**src/rtl/core_pkg.sv**
```systemverilog
// rtl/core_pkg.sv - shared opcodes, ALU codes, FSM states and immediate decode for multi_cycle_core
package core_pkg;

    localparam logic [6:0] OP_RTYPE  = 7'b0110011;
    localparam logic [6:0] OP_ITYPE  = 7'b0010011;
    localparam logic [6:0] OP_LOAD   = 7'b0000011;
    localparam logic [6:0] OP_STORE  = 7'b0100011;
    localparam logic [6:0] OP_BRANCH = 7'b1100011;
    localparam logic [6:0] OP_JAL    = 7'b1101111;

    localparam logic [2:0] F3_ADD  = 3'b000;
    localparam logic [2:0] F3_SLT  = 3'b010;
    localparam logic [2:0] F3_OR   = 3'b110;
    localparam logic [2:0] F3_AND  = 3'b111;
    localparam logic [2:0] F3_WORD = 3'b010;
    localparam logic [2:0] F3_BEQ  = 3'b000;

    localparam logic [6:0] F7_BASE = 7'b0000000;
    localparam logic [6:0] F7_SUB  = 7'b0100000;

    localparam logic [3:0] ALU_ADD = 4'd0;
    localparam logic [3:0] ALU_SUB = 4'd1;
    localparam logic [3:0] ALU_AND = 4'd2;
    localparam logic [3:0] ALU_OR  = 4'd3;
    localparam logic [3:0] ALU_SLT = 4'd4;

    typedef enum logic [3:0] {
        FETCH, DECODE, MEMADR, MEMRD, MEMWB, MEMWR,
        EXECR, EXECI, ALUWB, BEQ, JAL, TRAP
    } state_t;

    typedef enum logic [1:0] {IMM_I, IMM_S, IMM_B, IMM_J} imm_t;

    function automatic logic [31:0] ext_imm(input logic [31:0] ir, input imm_t kind);
        case (kind)
            IMM_S:   return {{20{ir[31]}}, ir[31:25], ir[11:7]};
            IMM_B:   return {{20{ir[31]}}, ir[7], ir[30:25], ir[11:8], 1'b0};
            IMM_J:   return {{12{ir[31]}}, ir[19:12], ir[20], ir[30:21], 1'b0};
            default: return {{20{ir[31]}}, ir[31:20]};
        endcase
    endfunction

endpackage

```
**src/rtl/mc_alu.sv**
```systemverilog
// rtl/mc_alu.sv - combinational 32-bit ALU for multi_cycle_core
// op: ALU_* code; a, b: operands; result: a op b; zero: result == 0
module mc_alu
    import core_pkg::*;
(
    input  logic [3:0]  op,
    input  logic [31:0] a,
    input  logic [31:0] b,
    output logic [31:0] result,
    output logic        zero
);

    always_comb begin
        result = 32'd0;
        case (op)
            ALU_ADD: result = a + b;
            ALU_SUB: result = a - b;
            ALU_AND: result = a & b;
            ALU_OR:  result = a | b;
            ALU_SLT: result = {31'd0, $signed(a) < $signed(b)};
            default: result = 32'd0;
        endcase
        zero = (result == 32'd0);
    end

endmodule

```
**src/rtl/multi_cycle_core.sv**
```systemverilog
// rtl/multi_cycle_core.sv - multi-cycle RV32I/RV32E subset core with one shared memory port
// clk, reset (sync, active-low); mem_req/mem_we/mem_addr/mem_wdata out, mem_rdata/mem_ready in;
// retire: one-cycle commit pulse; trap: sticky halt on illegal or misaligned operation
module multi_cycle_core
    import core_pkg::*;
#(
    parameter logic [31:0] RESET_PC = 32'h0000_0000,
    parameter int          NUM_REGS = 32
) (
    input  logic        clk,
    input  logic        reset,
    output logic        mem_req,
    output logic        mem_we,
    output logic [31:0] mem_addr,
    output logic [31:0] mem_wdata,
    input  logic [31:0] mem_rdata,
    input  logic        mem_ready,
    output logic        retire,
    output logic        trap
);

    localparam int IDXW = $clog2(NUM_REGS);

    state_t      state, state_nx;
    logic        running;   // low only while reset is held, keeps mem_req off in that window
    logic [31:0] pc, old_pc, ir, a_r, b_r, alu_out, data_r, target;
    logic [31:0] rf [NUM_REGS];

    logic [6:0]  opcode, f7;
    logic [4:0]  rd, rs1, rs2;
    logic [2:0]  f3;
    logic [31:0] imm, alu_b, alu_result, rf_wdata;
    logic [3:0]  alu_fn, alu_op;
    imm_t        imm_kind;
    logic        legal, bad_reg, use_rs1, use_rs2, use_rd, alu_zero, rf_we;

    assign opcode = ir[6:0];
    assign rd     = ir[11:7];
    assign f3     = ir[14:12];
    assign rs1    = ir[19:15];
    assign rs2    = ir[24:20];
    assign f7     = ir[31:25];
    assign imm    = ext_imm(ir, imm_kind);

    always_comb begin
        imm_kind = IMM_I;
        legal    = 1'b0;
        use_rs1  = 1'b0;
        use_rs2  = 1'b0;
        use_rd   = 1'b0;
        alu_fn   = ALU_ADD;
        case (opcode)
            OP_RTYPE: begin
                {use_rs1, use_rs2, use_rd} = 3'b111;
                case ({f7, f3})
                    {F7_BASE, F3_ADD}: begin legal = 1'b1; alu_fn = ALU_ADD; end
                    {F7_SUB,  F3_ADD}: begin legal = 1'b1; alu_fn = ALU_SUB; end
                    {F7_BASE, F3_AND}: begin legal = 1'b1; alu_fn = ALU_AND; end
                    {F7_BASE, F3_OR}:  begin legal = 1'b1; alu_fn = ALU_OR;  end
                    {F7_BASE, F3_SLT}: begin legal = 1'b1; alu_fn = ALU_SLT; end
                    default:           legal = 1'b0;
                endcase
            end
            OP_ITYPE: begin
                {use_rs1, use_rd} = 2'b11;
                case (f3)
                    F3_ADD:  begin legal = 1'b1; alu_fn = ALU_ADD; end
                    F3_AND:  begin legal = 1'b1; alu_fn = ALU_AND; end
                    F3_OR:   begin legal = 1'b1; alu_fn = ALU_OR;  end
                    F3_SLT:  begin legal = 1'b1; alu_fn = ALU_SLT; end
                    default: legal = 1'b0;
                endcase
            end
            OP_LOAD: begin
                {use_rs1, use_rd} = 2'b11;
                legal = (f3 == F3_WORD);
            end
            OP_STORE: begin
                {use_rs1, use_rs2} = 2'b11;
                imm_kind = IMM_S;
                legal    = (f3 == F3_WORD);
            end
            OP_BRANCH: begin
                {use_rs1, use_rs2} = 2'b11;
                imm_kind = IMM_B;
                legal    = (f3 == F3_BEQ);
            end
            OP_JAL: begin
                use_rd   = 1'b1;
                imm_kind = IMM_J;
                legal    = 1'b1;
            end
            default: legal = 1'b0;
        endcase
    end

    // RV32E: any referenced register field with bit 4 set is outside x0..x15
    assign bad_reg = (NUM_REGS < 32) &&
                     ((use_rs1 && rs1[4]) || (use_rs2 && rs2[4]) || (use_rd && rd[4]));

    // BEQ reuses the ALU as a subtractor so the equality test comes from the zero flag
    assign alu_b  = (state == EXECR || state == BEQ) ? b_r : imm;
    assign alu_op = (state == EXECR || state == EXECI) ? alu_fn :
                    (state == BEQ) ? ALU_SUB : ALU_ADD;

    mc_alu u_alu (
        .op     (alu_op),
        .a      (a_r),
        .b      (alu_b),
        .result (alu_result),
        .zero   (alu_zero)
    );

    // x0 is never written, so it reads as zero without a read-side mux
    assign rf_we     = (state == ALUWB || state == MEMWB) && (rd != 5'd0);
    assign rf_wdata  = (state == MEMWB) ? data_r : alu_out;
    assign mem_wdata = b_r;

    always_ff @(posedge clk) begin
        if (!reset) begin
            state   <= FETCH;
            running <= 1'b0;
            pc      <= RESET_PC;
            old_pc  <= 32'd0;
            ir      <= 32'd0;
            a_r     <= 32'd0;
            b_r     <= 32'd0;
            alu_out <= 32'd0;
            data_r  <= 32'd0;
            target  <= 32'd0;
            for (int i = 0; i < NUM_REGS; i++) rf[i] <= 32'd0;
        end else begin
            state   <= state_nx;
            running <= 1'b1;
            case (state)
                FETCH: if (mem_req && mem_ready) begin
                    ir     <= mem_rdata;
                    old_pc <= pc;
                    pc     <= pc + 32'd4;
                end
                DECODE: begin
                    a_r    <= rf[rs1[IDXW-1:0]];
                    b_r    <= rf[rs2[IDXW-1:0]];
                    target <= old_pc + imm;
                end
                MEMADR, EXECR, EXECI: alu_out <= alu_result;
                MEMRD: if (mem_ready) data_r <= mem_rdata;
                BEQ:   if (alu_zero) pc <= target;
                JAL: if (target[1:0] == 2'b00) begin
                    alu_out <= old_pc + 32'd4;
                    pc      <= target;
                end
                default: ;
            endcase
            if (rf_we) rf[rd[IDXW-1:0]] <= rf_wdata;
        end
    end

    always_comb begin
        state_nx = state;
        mem_req  = 1'b0;
        mem_we   = 1'b0;
        mem_addr = alu_out;
        retire   = 1'b0;
        trap     = 1'b0;
        case (state)
            FETCH: begin
                mem_req  = running;
                mem_addr = pc;
                if (running && mem_ready) state_nx = DECODE;
            end
            DECODE: begin
                if (!legal || bad_reg)              state_nx = TRAP;
                else if (opcode == OP_LOAD ||
                         opcode == OP_STORE)        state_nx = MEMADR;
                else if (opcode == OP_RTYPE)        state_nx = EXECR;
                else if (opcode == OP_ITYPE)        state_nx = EXECI;
                else if (opcode == OP_BRANCH)       state_nx = BEQ;
                else                                state_nx = JAL;
            end
            MEMADR: begin
                if (alu_result[1:0] != 2'b00)       state_nx = TRAP;
                else if (opcode == OP_STORE)        state_nx = MEMWR;
                else                                state_nx = MEMRD;
            end
            MEMRD: begin
                mem_req = 1'b1;
                if (mem_ready) state_nx = MEMWB;
            end
            MEMWB: begin
                retire   = 1'b1;
                state_nx = FETCH;
            end
            MEMWR: begin
                mem_req = 1'b1;
                mem_we  = 1'b1;
                // the store commits in the cycle memory accepts it
                if (mem_ready) begin
                    retire   = 1'b1;
                    state_nx = FETCH;
                end
            end
            EXECR, EXECI: state_nx = ALUWB;
            ALUWB: begin
                retire   = 1'b1;
                state_nx = FETCH;
            end
            BEQ: begin
                retire   = 1'b1;
                state_nx = FETCH;
            end
            JAL: state_nx = (target[1:0] != 2'b00) ? TRAP : ALUWB;
            TRAP: begin
                trap     = 1'b1;
                state_nx = TRAP;
            end
            default: state_nx = TRAP;
        endcase
    end

endmodule

```
**config.mk**
```make
export PLATFORM = sky130hd
export DESIGN_NAME = multi_cycle_core
export DESIGN_NICKNAME = d
export VERILOG_FILES = /design/src/rtl/core_pkg.sv /design/src/rtl/mc_alu.sv /design/src/rtl/multi_cycle_core.sv
export SDC_FILE = /design/constraint.sdc
export NUM_CORES = 2
export LEC_CHECK = 0
export BUFFER_PORTS_ARGS = -buffer_cell sky130_fd_sc_hd__buf_2
export CELL_PAD_IN_SITES_DETAIL_PLACEMENT = 0
export CELL_PAD_IN_SITES_GLOBAL_PLACEMENT = 1
export CORE_MARGIN = 2
export CORE_UTILIZATION = 59
export CTS_BUF_LIST = sky130_fd_sc_hd__clkbuf_8
export CTS_CLUSTER_SIZE = 10
export DETAILED_ROUTE_END_ITERATION = 8
export PLACE_DENSITY = 0.91
export SLEW_MARGIN = 20
export SYNTH_ARGS = -nofsm -noshare
export SYNTH_HDL_FRONTEND = slang
export SYNTH_SLANG_ARGS = --single-unit
```
**constraint.sdc**
```tcl
create_clock -name clk -period 11.4 [get_ports clk]
set_input_delay 2.28 -clock clk [delete_from_list [all_inputs] [get_ports clk]]
set_output_delay 2.28 -clock clk [all_outputs]
set_load 0.01 [all_outputs]
```
==> results_dict.tcl <==
set metrics [dict create \
    outcome "completed" \
    clk_pin_slew_worst_paths_ps 70 \
    track_usage_pct 40.07 \
    grt_overflow 0 \
    cap_violations 0 \
    timing.final.setup_violations 0 \
    rsz0062_at_grt "no" \
    hold_viol_final 0 \
    worst_pin_slew_ps 1309 \
    required_ps 12260 \
    routed_wl_mm 245.4 \
    whs_ps 454.2 \
    core_um2 119300 \
    cts_setup_buffers 0 \
    setup-tns-final_ps 0 \
    holdCritPathClass "reg2reg" \
    synthAdderAreaFrac_pct 2.474 \
    cts_root_buf "clkbuf_8" \
    power_density_nw_per_um2 185.7 \
    yosys.area_share.simple_pct 12.19 \
    crit_fanout 33 \
    final_core_util_pct 64.69 \
    fillerInstances 8699 \
    numPortBuffers 102 \
    relSlewSlack_pct 12.71 \
    clock_path_buffers 3 \
    die_y_um 350.2 \
    vias 53250 \
    die_x_um 350.2 \
    reg2reg_depth 22 \
    synth_flop_cell "edfxtp_1" \
    timing.fmax_mhz 125.0 \
    syn_inst 5824 \
    grt_pass1_vias 52650 \
    layout_common_cells "nor2_1, edfxtp_1, mux4_2, nand2_1, a21oi_1" \
    synth_area_um2 70720 \
    async_flop_share_pct 0 \
    synth_cell_types 91 \
    cts_buffers 204 \
    synth_top_family_by_area "multiplexers" \
    dr.first_iter.drc_count 8274 \
    ant_nets 0 \
    regArea_um2 36010 \
    cts_resized 0 \
    min_to "target[12]" \
    min_period_over_period_pct 70.20 \
    hold_buffers 0 \
    multi_input_area_um2 32940 \
    path_class "reg2reg" \
    synthToLayoutAreaGrowth_pct 9.170 \
    clk_latency_ps 950 \
    cts_sinks 1285 \
    cpPeakStageDelay_ps 960 \
    syn_avg_cell_area_um2 12.14 \
    h-tree-depth 4 \
    cp_data_arrival_time_ps 8860 \
    drive_above_1_share_pct 22.51 \
    synth-compound-area-share_pct 7.180 \
    row_count 127 \
    start_util_pct 59.26 \
    min_from "target[12]" \
    nets 5942 \
    crit_slowest_cell "nor3_1" \
    worstPathCellList "and4bb_2 -> nand2b_1 -> nor3b_1 -> nor2_1 -> o22ai_1 -> a21oi_1 -> mux2_2 -> inv_1 -> ha_1 -> inv_1 -> a21oi_1 -> nand3_1 -> o311ai_1 -> o21ai_1 -> a22oi_1 -> xnor2_1 -> o22ai_1 -> nor3_1 -> nand2_1 -> buf_4 -> o31a_1 -> o31ai_1" \
    synth-edff-count 1024 \
    synthMuxAreaShare_pct 22.73 \
    r2r_start "ir[2]" \
    antenna_found_initial 12 \
    rr_endpoint "pc[2]" \
    yosysSeqAreaShare_pct 50.87 \
    path_buf_inv 3 \
    reg2reg_slack_ps 3400 \
    crit_path_end_kind "register" \
    pin_count 103 \
    drt_pass1_iterations 8 \
    path_delay_family "compound AO/OA/AOI/OAI gates" \
    cts_tree "built" \
    dieArea_um2 122600 \
    drc 0 \
    yosysWarningCount 0 \
    finalWeightedCongestion 1.046 \
    yosys_register_bits 1285 \
    avgRoutedWirePerCell_um 32.49 \
    ir_drop_mv 0.1493 \
    cp-start-kind "register" \
    fin_worst_skew_ps 80.85 \
    min_path_cells 2 \
    leakage_uw 0.02543 \
    grt_max_degree 147 \
    min_period_ps 8002 \
    maxSlewViolCount 0 \
    dp_hpwl_mm 156.9 \
    synth_xor_area_share_pct 0.9413 \
    final_common_cell "nor2_1" \
    grt_pass1_wl_mm 351.8 \
    vias_per_cell 7.050 \
]
## cells in the mapped netlist, types with 7 or more instances
cell | number | area (µm²)
or2_2 | 7 | 43.79
and3_1 | 34 | 212.7
or3_1 | 20 | 125.1
edfxtp_1 | 1024 | 30750
o32ai_1 | 21 | 183.9
xnor2_1 | 54 | 473.0
mux4_2 | 640 | 14410
o21ai_0 | 113 | 565.5
o22ai_1 | 17 | 106.4
nand3b_1 | 8 | 60.06
nor2b_1 | 19 | 118.9
mux2_2 | 47 | 529.3
o21bai_1 | 12 | 90.09
a22oi_1 | 12 | 90.09
nor4_1 | 50 | 312.8
nor2_1 | 1244 | 4669
nor3_1 | 54 | 270.3
xor2_1 | 22 | 192.7
a2111oi_0 | 7 | 61.31
o211ai_1 | 26 | 195.2
or4_1 | 9 | 67.56
o31ai_1 | 21 | 157.7
nand3_1 | 74 | 370.4
a211oi_1 | 105 | 788.3
a31oi_1 | 23 | 143.9
ha_1 | 135 | 1689
o221ai_1 | 9 | 78.83
and2_1 | 11 | 68.82
o21a_1 | 15 | 112.6
nand2b_1 | 20 | 125.1
inv_1 | 139 | 521.8
buf_1 | 65 | 244.0
mux2i_1 | 113 | 1131
a211o_1 | 9 | 78.83
nand2_1 | 469 | 1760
a21oi_1 | 282 | 1411
o311ai_0 | 9 | 78.83
a21o_1 | 31 | 232.7
a311oi_1 | 8 | 70.07
buf_2 | 12 | 60.06
clkbuf_1 | 451 | 1693
nand4_1 | 15 | 93.84
dfxtp_1 | 261 | 5225
## cell type report
class / count / share of cell area (%)
multi-input combinational: 3899 / 42.67
timing repair buffer: 240 / 2.344
tap: 1612 / 2.613
inverter: 139 / 0.6856
clock buffer: 221 / 3.940
clock inverter: 150 / 1.083
sequential: 1285 / 46.64
antenna: 7 / 0.02269
## sequential cells by signal, summed over array words and instances (netlist names)
name,cells
state,4
a_r,32
running,1
pc,32
ir,32
rf,1024
old_pc,32
data_r,32
alu_out,32
mem_wdata,32
target,32
## worst max-delay path by stage
stage,slack [ps],from,end,depth (start not counted)
2_1_floorplan,5860,ir[3],pc[24],20
3_3_place_gp,3850,ir[3],pc[2],21
3_5_place_dp,3610,ir[2],pc[2],22
4_1_cts,3560,ir[3],pc[2],22
5_1_grt,2940,ir[3],pc[2],21
6_report,3400,ir[2],pc[2],22
## kinds of logic (layout without fill, tap and decap cells)
family                   count (synthesis)  in the layout
AND/OR/NAND/NOR                       2067           2067
flip-flops                            1285           1285
multiplexers                           800            800
AO/OA/AOI/OAI                          786            786
buffers and inverters                  671            750
adder cells (fa/ha/maj)                138            138
XOR/XNOR                                76             76
other                                    1             39
## worst min-delay path, cell delays in order, from the launching register on
cell and delay (ps):
dfxtp_1 310, nand2_1 50, a21oi_1 50
## per-layer routing
metal	global-route usage, %	wire length (µm)
met1	49.43	79720
met2	62.47	112800
met3	11.76	34650
met4	25.11	18210
met5	0	69
## power by group
part           switching [µW]  internal [µW]  leakage [µW]  total (µW)
combinational            3000           1700        0.0105        4700
clock                    1940           1870       0.00226        3810
sequential                474           5350        0.0127        5820
total                    5410           8920        0.0254       14300
## stage by stage
step                      cell area (µm²)  setup slack [ps]  instances  total power (µW)
after floorplan                     70830              5864       5855              8735
after global placement              72940              3852       7160             10350
after detailed placement            73000              3608       7162             10400
after CTS                           76870              3560       7533             14130
after global routing                77190              2942       7549             14800
final                               77200              3398       7553             14330
(Power assumes the default switching activity.)
